`config.mk`:
```
export PLATFORM = sky130hd
export DESIGN_NAME = calc_port_driver
export DESIGN_NICKNAME = d
export VERILOG_FILES = /design/src/rtl/calc_pkg.sv /design/src/rtl/calc_tag_pool.sv /design/src/rtl/calc_port_driver.sv
export SDC_FILE = /design/constraint.sdc
export NUM_CORES = 1
export LEC_CHECK = 0
export BUFFER_PORTS_ARGS = -buffer_cell sky130_fd_sc_hd__clkbuf_2
export CAP_MARGIN = 20
export CORE_AREA = 2 2 123 125
export CTS_CLUSTER_SIZE = 28
export DETAILED_ROUTE_END_ITERATION = 6
export DIE_AREA = 0 0 125 127
export GPL_TIMING_DRIVEN = 0
export HOLD_SLACK_MARGIN = 0.15
export RECOVER_POWER = 50
export SETUP_SLACK_MARGIN = 0.5
export SLEW_MARGIN = 10
export SYNTH_ARGS = -nofsm -noshare
export SYNTH_HDL_FRONTEND = slang
export SYNTH_HIERARCHICAL = 1
export SYNTH_SLANG_ARGS = --single-unit
```
`constraint.sdc`:
```
create_clock -name clk -period 2.43 [get_ports clk]
set_input_delay 0.486 -clock clk [delete_from_list [all_inputs] [get_ports clk]]
set_output_delay 0.486 -clock clk [all_outputs]
set_load 0.03 [all_outputs]
```
`src/rtl/calc_pkg.sv`:
```
// calc_pkg: shared types for the calculator port initiator.
//   cmd_e / resp_e : port command and response codes
//   state_e        : port driver FSM phases
//   req_t / res_t  : port request beat and returned result
package calc_pkg;

  localparam int TAG_W = 2;

  typedef enum logic [3:0] {
    NOP = 4'd0,
    ADD = 4'd1,
    SUB = 4'd2,
    SHL = 4'd5,
    SHR = 4'd6
  } cmd_e;

  typedef enum logic [1:0] {
    NONE = 2'd0,
    OK   = 2'd1,
    OVF  = 2'd2,
    INV  = 2'd3
  } resp_e;

  typedef enum logic [1:0] {
    S_IDLE = 2'd0,
    S_OP1  = 2'd1,
    S_OP2  = 2'd2
  } state_e;

  typedef struct packed {
    logic [3:0]       cmd;
    logic [31:0]      data;
    logic [TAG_W-1:0] tag;
  } req_t;

  typedef struct packed {
    logic [1:0]       resp;
    logic [31:0]      data;
    logic [TAG_W-1:0] tag;
    logic [3:0]       cmd;
  } res_t;

endpackage

```
`src/rtl/calc_tag_pool.sv`:
```
// calc_tag_pool: free-mask tracker for outstanding request tags.
//   alloc / alloc_tag  : claim the lowest-numbered free tag
//   free / free_tag    : return a tag to the pool
//   chk_tag / chk_busy : outstanding lookup for response matching
//   any_free / any_busy: pool summary
module calc_tag_pool
  import calc_pkg::*;
#(
  parameter int NUM_TAGS = 4
) (
  input  logic             clk,
  input  logic             reset_n,
  input  logic             alloc,
  output logic [TAG_W-1:0] alloc_tag,
  input  logic             free,
  input  logic [TAG_W-1:0] free_tag,
  input  logic [TAG_W-1:0] chk_tag,
  output logic             chk_busy,
  output logic             any_free,
  output logic             any_busy
);

  logic [NUM_TAGS-1:0] free_q, free_d;

  // Scan downward so the lowest free index wins.
  always_comb begin
    alloc_tag = '0;
    for (int i = NUM_TAGS - 1; i >= 0; i--)
      if (free_q[i]) alloc_tag = TAG_W'(i);
  end

  assign any_free = |free_q;
  assign any_busy = ~&free_q;
  assign chk_busy = ~free_q[chk_tag];

  // Alloc and free never target the same tag: alloc picks a free tag,
  // free only acts on a busy one.
  always_comb begin
    free_d = free_q;
    if (alloc) free_d[alloc_tag] = 1'b0;
    if (free)  free_d[free_tag]  = 1'b1;
  end

  always_ff @(posedge clk or negedge reset_n) begin
    if (!reset_n) free_q <= '1;
    else          free_q <= free_d;
  end

endmodule

```
`src/rtl/calc_port_driver.sv`:
```
// calc_port_driver: initiator for one calculator port.
//   in_*        : upstream valid/ready operation source
//   req_*_in    : two-beat command/operand sequence onto the port
//   out_*       : port responses, matched by tag
//   res_*       : one-cycle result pulse carrying the original command
//   busy/err*   : tag occupancy and saturating unmatched-response count
module calc_port_driver
  import calc_pkg::*;
#(
  parameter int NUM_TAGS = 4,
  parameter int ERR_W    = 8
) (
  input  logic             clk,
  input  logic             reset_n,
  input  logic             in_valid,
  output logic             in_ready,
  input  logic [3:0]       in_cmd,
  input  logic [31:0]      in_op1,
  input  logic [31:0]      in_op2,
  output logic [3:0]       req_cmd_in,
  output logic [31:0]      req_data_in,
  output logic [TAG_W-1:0] req_tag_in,
  input  logic [1:0]       out_resp,
  input  logic [31:0]      out_data,
  input  logic [TAG_W-1:0] out_tag,
  output logic             res_valid,
  output logic [1:0]       res_resp,
  output logic [31:0]      res_data,
  output logic [TAG_W-1:0] res_tag,
  output logic [3:0]       res_cmd,
  output logic             busy,
  output logic [ERR_W-1:0] err_cnt,
  output logic             err
);

  state_e           state_q;
  req_t             req_q;
  res_t             res_q;
  logic             res_valid_q;
  logic [31:0]      op2_q;
  logic [3:0]       cmd_table_q [NUM_TAGS];
  logic [ERR_W-1:0] err_cnt_q;

  logic             any_free, any_busy, chk_busy;
  logic [TAG_W-1:0] alloc_tag;
  logic             accept, issue, rsp_vld, matched, unmatched;

  // OP2 is the last port beat, so a new OP1 may follow it directly; this
  // is what gives the two-cycle issue rate. Gating with reset_n keeps
  // ready low while the block is held in reset.
  assign in_ready  = reset_n && any_free && (state_q != S_OP1);
  assign accept    = in_valid && in_ready;
  assign issue     = accept && (in_cmd != NOP);
  assign rsp_vld   = (out_resp != NONE);
  assign matched   = rsp_vld && chk_busy;
  assign unmatched = rsp_vld && !chk_busy;

  calc_tag_pool #(.NUM_TAGS(NUM_TAGS)) u_pool (
    .clk      (clk),
    .reset_n  (reset_n),
    .alloc    (issue),
    .alloc_tag(alloc_tag),
    .free     (matched),
    .free_tag (out_tag),
    .chk_tag  (out_tag),
    .chk_busy (chk_busy),
    .any_free (any_free),
    .any_busy (any_busy)
  );

  // Port sequencing; state_q names the beat currently on the port.
  always_ff @(posedge clk or negedge reset_n) begin
    if (!reset_n) begin
      state_q <= S_IDLE;
      req_q   <= '0;
      op2_q   <= '0;
      for (int i = 0; i < NUM_TAGS; i++) cmd_table_q[i] <= '0;
    end else begin
      case (state_q)
        S_IDLE, S_OP2: begin
          if (issue) begin
            state_q                <= S_OP1;
            req_q                  <= '{cmd: in_cmd, data: in_op1, tag: alloc_tag};
            op2_q                  <= in_op2;
            cmd_table_q[alloc_tag] <= in_cmd;
          end else begin
            state_q <= S_IDLE;
            req_q   <= '0;
          end
        end
        S_OP1: begin
          state_q <= S_OP2;
          req_q   <= '{cmd: 4'd0, data: op2_q, tag: req_q.tag};
        end
        default: begin
          state_q <= S_IDLE;
          req_q   <= '0;
        end
      endcase
    end
  end

  // Response capture and unmatched-response accounting.
  always_ff @(posedge clk or negedge reset_n) begin
    if (!reset_n) begin
      res_valid_q <= 1'b0;
      res_q       <= '0;
      err_cnt_q   <= '0;
    end else begin
      res_valid_q <= matched;
      if (matched)
        res_q <= '{resp: out_resp, data: out_data, tag: out_tag,
                   cmd: cmd_table_q[out_tag]};
      if (unmatched && (err_cnt_q != '1))
        err_cnt_q <= err_cnt_q + 1'b1;
    end
  end

  assign req_cmd_in  = req_q.cmd;
  assign req_data_in = req_q.data;
  assign req_tag_in  = req_q.tag;
  assign res_valid   = res_valid_q;
  assign res_resp    = res_q.resp;
  assign res_data    = res_q.data;
  assign res_tag     = res_q.tag;
  assign res_cmd     = res_q.cmd;
  assign busy        = any_busy;
  assign err_cnt     = err_cnt_q;
  assign err         = (err_cnt_q != '0);

endmodule

```
==> results of run 1 <==
-- how the worst min path moves through the flow --
stage                                 end  slack (ns)  depth (start not counted)
2_1_floorplan  cmd_table_q[0]$_DFFE_PN0P_        0.19                          0
3_3_place_gp    req_data_in[10]$_DFF_PN0_        0.47                          1
3_5_place_dp    req_data_in[17]$_DFF_PN0_        0.48                          1
4_1_cts            err_cnt[3]$_DFFE_PN0P_       -0.02                          1
5_1_grt         req_data_in[30]$_DFF_PN0_        0.19                          2
6_report        req_data_in[30]$_DFF_PN0_        0.18                          2
-- flip-flops by register name, indices dropped and copies added, names as in the netlist --
register	flops
op2_q	32
req_data_in	32
res_data	32
cmd_table_q	16
err_cnt	8
req_cmd_in	4
res_cmd	4
u_pool/free_q	4
req_tag_in	2
res_resp	2
res_tag	2
state_q	2
res_valid	1
-- repair_timing --
item | in CTS | in global routing
pin swaps | 8 | 4
setup endpoints to repair | 126 | 50
gates resized for setup | 31 | 26
setup buffers | 13 | 2
endpoints found under the hold margin | 61 | 61
gates cloned | 1 | 2
-- worst reg2reg max path, cell delays in order (launching register included) --
cell and delay, ns:
sky130_fd_sc_hd__dfstp_2 0.58, sky130_fd_sc_hd__inv_4 0.06, sky130_fd_sc_hd__nand3_4 0.08, sky130_fd_sc_hd__nand4b_1 0.13, sky130_fd_sc_hd__buf_4 0.18, sky130_fd_sc_hd__or4_4 0.41
sky130_fd_sc_hd__buf_6 0.15, sky130_fd_sc_hd__mux2_2 0.27
-- cell usage in the layout, fill, tap and decap left out, drive strengths merged, types with 4 or more instances in the layout --
master    n
nand2    14
nor3      4
nand3     5
buf      30
and2      4
dfstp     4
o21ai     4
mux4      5
mux2     83
a32o     34
dfrtp   137
a21oi     4
a22o      9
nor2      7
inv      10
clkbuf  229
-- per-stage QoR --
step / utilization / hold slack, ns / instance area (um^2)
floorplan: - / 0.190 / 5610
global placement: 0.473 / 0.473 / 6820
detailed placement: 0.475 / 0.478 / 6850
CTS: 0.534 / -0.0217 / 7700
global route: 0.545 / 0.185 / 7860
finish: 0.545 / 0.181 / 7860
-- final cells by class --
cell class	instances	area, um^2	area share
plain buffers	18	141	0.0180
clock buffers	25	485	0.0618
clock inverters	7	113	0.0143
inverters	10	42.5	0.00541
multi-input cells	204	2050	0.261
flip-flops and latches	141	3540	0.450
well taps	184	230	0.0293
repair buffers	221	1260	0.160
-- cell families after synthesis --
kind of cell	after synthesis
flops	141
mux	88
compound gates	58
simple gates	55
buf+inv	28
fa+ha+maj	2
xor+xnor	1
-- routing by layer --
metal | vias up | share of wire | GRT usage
li1 | 1877 | - | -
met1 | 2081 | 0.42 | 0.211
met2 | 142 | 0.49 | 0.285
met3 | 19 | 0.070 | 0.0586
met4 | 0 | 0.017 | 0.0680
met5 | - | 0 | 0
-- power breakdown --
part           total, mW  leakage, nW  switching (mW)  internal [mW]
clock               2.62        0.291           0.928           1.69
sequential          3.66         1.72           0.476           3.19
combinational       3.55         1.65            2.07           1.49
==> implementation parameters, run 1 <==
Parameter                              Value

Run status
  Result of the run    finished, final reports clean

Drt
  Via count    4119
  Total detailed-routing wirelength    13.5 mm
  # DRC    0
  Wirelength per Cell    16.7 um
  Antenna Violating Nets Remaining    0
  Detailed-route vias per instance    5.09
  Number of detailed-route iterations in the first pass    4
  Number of DRC violations after detailed-routing iteration 0    138

Logic synthesis
  Count of flip-flops with a built-in enable after synthesis    0
  Post-synthesis mux area share    0.188
  Cell taking the most area after synthesis    sky130_fd_sc_hd__dfrtp_1
  Xor and xnor area share after synthesis    0.00156
  Total nets after synthesis    482
  Share of the synthesized area in compound gates (AO/OA/AOI/OAI)    0.0920
  Main combinational cell family by area after synthesis    multiplexers
  Number of unique standard cell types used by synthesis    45
  Top cells by area in the synthesized netlist    sky130_fd_sc_hd__dfrtp_1 61%, sky130_fd_sc_hd__mux2_2 17%, sky130_fd_sc_hd__a32o_1 6.1%
  Synth Area in Simple Gates    0.0592
  Share of synthesized flip-flops with an asynchronous set or reset    1.00
  Main synth FF type    sky130_fd_sc_hd__dfrtp_1
  Fraction of the mapped netlist area in adder cells    0.00447
  Number of storage elements in the synthesis netlist    141
  Leading cell types by count after synthesis    137 x sky130_fd_sc_hd__dfrtp_1, 83 x sky130_fd_sc_hd__mux2_2, 34 x sky130_fd_sc_hd__a32o_1
  Proportion of synthesized chip area in sequential cells    0.631
  Count of warnings emitted by yosys    6
  Cell count after synthesis    373
  Leading cell type by number of instances after synthesis    sky130_fd_sc_hd__dfrtp_1
  Syn Std Cell Area    5600 um^2
  Fraction of synthesized cell area taken by the top area cell type    0.612
  Mean Syn Cell Area    15.0 um^2

STA
  Share of the clock period used by the worst path after layout    0.815
  Number of pins exceeding their max-slew limit in the final report    0
  Worst Setup Slack, final    0.449 ns
  Crit path time final    1.98 ns
  Clock tree skew after final layout    0.00671 ns
  Endpoints failing hold    0
  Unrepaired setup endpoints after global routing    yes
  Setup violations, final    0
  Total negative setup slack    0 ns
  Maximum clock frequency    505 MHz
  Least-Margin Pin Slew    0.612 ns
  Max-slew headroom at the worst pin    0.592

Cells and area
  Number of filler cells placed in the layout    1240
  Signed area change from the synthesized netlist to the final layout    40.3%
  Filler-free cell count of the finished design    810
  # diodes    0
  Share of layout cells above drive strength 1    0.535
  Net count, final    722

Global routing
  Global route total overflow    0
  Overall Global Routing Usage    0.173
  Initial antenna violation count    0
  Maximum number of pins on one net before global-route repair    64
  First-pass GRT wire length    21.7 mm
  Number of global-route vias before repair    4373

Critical path
  WP depth    7
  Worst Path Buf+Inv    4
  Worst-path cell chain    clkbuf_16 > clkbuf_1 > nand4b_1 > buf_4 > or4_4 > buf_6 > mux2_2
  End of the critical path    cmd_table_q[14]$_DFFE_PN0P_
  Critical register-to-register path endpoint    cmd_table_q[14]$_DFFE_PN0P_
  Family of cells with the greatest summed delay on the critical path    buffers and inverters
  Maximum fanout encountered on the critical timing path    9
  Worst path required time    2.73 ns
  Signal arrival time at the worst endpoint    2.28 ns
  Reg-to-reg slack, setup    0.47 ns
  Worst r2r path cells    7
  Worst setup path class    in -> reg
  Setup crit start    reset_n
  Capturing element type of the critical path    register
  Type of element launching the critical path    primary input
  Worst r2r src    u_pool/free_q[1]$_DFF_PN1_
  Delay of the slowest cell on the worst path    0.47 ns
  Crit path max-delay cell type    sky130_fd_sc_hd__clkbuf_1

Power
  Total power divided by cell area    1250 nW/um^2
  Maximum VDD drop    0.580 mV
  Total power consumption of the routed design    9.84 mW
  Leak pwr    3.67 nW

Die
  Area inside the core boundary    14400 um^2
  I/O pin total    197
  Die Height    127 um
  Area enclosed by the die boundary    15900 um^2
  Die extent in x    125 um
  Standard-cell rows    44
  Initial Utilization    0.388

Placement
  Post-placement setup slack    -0.457 ns
  Detailed placer's ending HPWL    9.24 mm
  Quantity of I/O buffers inserted on ports    196
  Placed instance count    754
  Gpl congestion    0.787

Clocking
  TritonCTS clock tree    built
  H-tree levels    4
  Latest clock arrival within the worst-skew pair    0.41 ns
  CTS root buffer    sky130_fd_sc_hd__clkbuf_16
  CTS buffer count    17
  Buffers from clock root to sink, at most    2
  Number of sinks handled by clock tree synthesis    141
  Clock transition time at the flip-flop clock pins of the worst setup and hold paths    0.06 ns

Min path
  Path class of the lowest-slack min-delay path    in -> async

Flow run
  Max-cap violations    0
(Power assumes the default switching activity.)
==> run 2: changes to the inputs <==
Settings changed: ABC_AREA set to 1, CORE_AREA 2 2 123 125 to 2 2 125 127, DIE_AREA 0 0 125 127 to 0 0 127 129.
Clock period 2.43 ns to 2.05 ns, I/O delays scaled along.
==> run 2 against run 1 <==
Compared with the run above: the run now ends with negative hold slack left; clock power is 13% higher; register-to-register slack worse by 0.37 ns; core utilization is 8.4 points higher; sequential cell count stayed put; synthesized cell count is 82% higher; sequential share of layout area is 7.5 points lower; die area is 3.2% higher; clock skew is 0.0023 ns higher; critical path depth stayed put; first-iteration DRC count is 78% higher; largest power group is now combinational logic.
==> implementation parameters, run 2 <==
Parameter                              Value

Clocking
  H-tree levels    4
  Clock transition time at the flip-flop clock pins of the worst setup and hold paths    0.06 ns
  TritonCTS clock tree    built
  CTS buffer count    17
  Number of sinks handled by clock tree synthesis    141
  Latest clock arrival within the worst-skew pair    0.41 ns
  CTS root buffer    sky130_fd_sc_hd__clkbuf_16
  Buffers from clock root to sink, at most    2

Logic synthesis
  Leading cell types by count after synthesis    378 x sky130_fd_sc_hd__nand2_1, 137 x sky130_fd_sc_hd__dfrtp_1, 29 x sky130_fd_sc_hd__inv_1
  Proportion of synthesized chip area in sequential cells    0.610
  Main synth FF type    sky130_fd_sc_hd__dfrtp_1
  Share of synthesized flip-flops with an asynchronous set or reset    1.00
  Number of storage elements in the synthesis netlist    141
  Leading cell type by number of instances after synthesis    sky130_fd_sc_hd__nand2_1
  Cell count after synthesis    678
  Cell taking the most area after synthesis    sky130_fd_sc_hd__dfrtp_1
  Count of warnings emitted by yosys    6
  Top cells by area in the synthesized netlist    sky130_fd_sc_hd__dfrtp_1 59%, sky130_fd_sc_hd__nand2_1 24%, sky130_fd_sc_hd__nand4_1 2.6%
  Count of flip-flops with a built-in enable after synthesis    0
  Mean Syn Cell Area    8.54 um^2
  Fraction of synthesized cell area taken by the top area cell type    0.592
  Number of unique standard cell types used by synthesis    26
  Total nets after synthesis    787
  Syn Std Cell Area    5790 um^2

STA
  Least-Margin Pin Slew    1.13 ns
  Maximum clock frequency    512 MHz
  Setup violations, final    0
  Worst-case hold slack    -0.0482 ns
  Max-slew headroom at the worst pin    0.246
  Clock tree skew after final layout    0.00905 ns
  Crit path time final    1.95 ns
  Number of pins exceeding their max-slew limit in the final report    0
  Share of the clock period used by the worst path after layout    0.953
  Worst Setup Slack, final    0.0956 ns
  Unrepaired setup endpoints after global routing    yes
  Endpoints failing hold    51

Placement
  Gpl congestion    0.781
  Post-placement setup slack    -0.0993 ns
  Detailed placer's ending HPWL    10.4 mm
  Quantity of I/O buffers inserted on ports    196

Cells and area
  Commonest non-fill, non-tap cells in the layout    244 x sky130_fd_sc_hd__nand2_1, 141 x sky130_fd_sc_hd__clkbuf_2, 137 x sky130_fd_sc_hd__dfrtp_1
  Signed area change from the synthesized netlist to the final layout    62.6%
  Most frequent standard cell in the layout excluding fill and tap cells    sky130_fd_sc_hd__nand2_1
  # diodes    0
  Share of layout cells above drive strength 1    0.470
  Net count, final    1075

Power
  Switching part of the total    0.385
  Maximum VDD drop    0.606 mV
  Leak pwr    5.09 nW
  Sequential group share of total power    0.350
  Net switching power    4.58 mW
  Total power divided by cell area    1260 nW/um^2
  Total power consumption of the routed design    11.9 mW
  Part of the power in combinational logic    0.400
  Fraction of power consumed by the clock network    0.250
  Cell Int Power    7.32 mW

Die
  Initial Utilization    0.387
  Area enclosed by the die boundary    16400 um^2
  Die Height    129 um
  Die extent in x    127 um
  I/O pin total    197
  Standard-cell rows    45
  Area inside the core boundary    15000 um^2

Drt
  # DRC    0
  Number of DRC violations after detailed-routing iteration 0    245
  Via count    5534
  Detailed-route vias per instance    4.74
  Antenna Violating Nets Remaining    0
  Wirelength per Cell    15.1 um
  Total detailed-routing wirelength    17.7 mm
  Number of detailed-route iterations in the first pass    6

Global routing
  Initial antenna violation count    0
  Number of global-route vias before repair    5294
  Overall Global Routing Usage    0.206
  First-pass GRT wire length    26.6 mm
  Maximum number of pins on one net before global-route repair    83
  Global route total overflow    0

Critical path
  Delay of the slowest cell on the worst path    0.56 ns
  Reg-to-reg slack, setup    0.1 ns
  Worst path required time    1.64 ns
  Critical register-to-register path endpoint    req_data_in[22]$_DFF_PN0_
  WP depth    7
  End of the critical path    in_ready
  Worst r2r src    u_pool/free_q[3]$_DFF_PN1_
  Worst r2r path cells    14
  Family of cells with the greatest summed delay on the critical path    flip-flops
  Type of element launching the critical path    register
  Worst Path Buf+Inv    4
  Signal arrival time at the worst endpoint    1.54 ns
  Setup crit start    u_pool/free_q[3]$_DFF_PN1_
  Worst-path cell chain    inv_2 > nand4_1 > nand2_1 > inv_2 > nand2_2 > inv_2 > buf_8
  Worst setup path class    reg -> out
  Capturing element type of the critical path    output port
  Cell occurring most often along the worst timing path    sky130_fd_sc_hd__inv_2
  Crit path max-delay cell type    sky130_fd_sc_hd__dfstp_2
  Maximum fanout encountered on the critical timing path    2

Run status
  Result of the run    complete, but fails checks
  Violated checks    negative hold slack

Flow run
  Max-cap violations    0

Min path
  Path class of the lowest-slack min-delay path    in -> async
## run 2: changes by cell type after synthesis, moves of 12 or more
cell	before	now
sky130_fd_sc_hd__a32o_1	34	0
sky130_fd_sc_hd__inv_1	9	29
sky130_fd_sc_hd__mux2_2	83	0
sky130_fd_sc_hd__nand2_1	14	378
sky130_fd_sc_hd__nand4_1	2	24
sky130_fd_sc_hd__nor2_1	6	24
sky130_fd_sc_hd__o21ai_0	3	15
## run 2: worst register-to-register path: stages (launching register included)
cell and delay [ns]:
sky130_fd_sc_hd__dfstp_2 0.56, sky130_fd_sc_hd__inv_2 0.05, sky130_fd_sc_hd__nand4_1 0.10, sky130_fd_sc_hd__nand2_1 0.09, sky130_fd_sc_hd__inv_2 0.10, sky130_fd_sc_hd__buf_6 0.10, sky130_fd_sc_hd__nand3_4 0.06, sky130_fd_sc_hd__nor2_4 0.16
sky130_fd_sc_hd__nand2_4 0.11, sky130_fd_sc_hd__clkinv_4 0.08, sky130_fd_sc_hd__buf_12 0.14, sky130_fd_sc_hd__buf_12 0.13, sky130_fd_sc_hd__buf_16 0.12, sky130_fd_sc_hd__nand2_1 0.05, sky130_fd_sc_hd__nand2_1 0.05
## run 2: cells by family after synthesis
| logic type | Yosys count | share of synthesized area |
|---|---|---|
| buf+inv | 61 | 0.0508 |
| flops | 141 | 0.610 |
| xor+xnor | 2 | 0.00302 |
| simple gates | 443 | 0.304 |
| fa+ha+maj | 2 | 0.00432 |
| compound gates | 29 | 0.0281 |
## run 2: worst min path at each step
stage / startpoint / to / slack, ns / cells after the start
2_1_floorplan: reset_n / cmd_table_q[0]$_DFFE_PN0P_ / 0.11 / 0
3_3_place_gp: cmd_table_q[10]$_DFFE_PN0P_ / cmd_table_q[10]$_DFFE_PN0P_ / 0.45 / 2
3_5_place_dp: reset_n / res_data[23]$_DFFE_PN0P_ / 0.42 / 1
4_1_cts: reset_n / res_data[23]$_DFFE_PN0P_ / -0.02 / 1
5_1_grt: reset_n / res_data[23]$_DFFE_PN0P_ / -0.02 / 1
6_report: reset_n / res_data[23]$_DFFE_PN0P_ / -0.05 / 1
## run 2: cell type report
class                   count  area (um^2)
multi-input cells         476         2630
plain buffers              26          320
fillers                  1281         5560
repair inverters            1         7.51
inverters                  35          159
repair buffers            268         1970
clock buffers              23          488
flip-flops and latches    141         3530
clock inverters             9         85.1
well taps                 188          235
## run 2: per-stage QoR
step                 util  instance area, um^2  hold WS (ns)  setup TNS, ns  std cells
CTS                 0.576                 8630       -0.0246              0       1147
global route        0.629                 9420       -0.0172        -0.0173       1167
finish              0.629                 9420       -0.0482              0       1167
global placement    0.469                 7030         0.451        -498.09       1062
detailed placement  0.472                 7070         0.420          -4.63       1063
floorplan               -                 5810         0.114              0        678
## run 2: metal layers
layer,share of wire,track usage,vias to the layer above,routed length [um]
met5,0,0,-,0
met2,0.51,0.334,203,9010
li1,-,-,2697,-
met1,0.40,0.260,2617,7030
met4,0.0084,0.0530,0,148
met3,0.084,0.0832,17,1490
## run 2: timing repair
action                                  4_1_cts  5_1_grt
cloned                                       13        3
gates resized for setup                     110      234
endpoints found under the hold margin        56       56
pin swaps                                    13       50
setup buffers                                39       17
endpoints found under the setup margin      142      149
## run 2: power groups by stage
stage / combinational, mW / sequential [mW] / clock [mW]
final: 4.76 / 4.17 / 2.97
after global routing: 5.14 / 4.26 / 3.16
after CTS: 4.10 / 4.14 / 3.04
after detailed placement: 3.29 / 4.19 / 0
after global placement: 3.25 / 4.18 / 0
after floorplan: 1.29 / 5.06 / 0
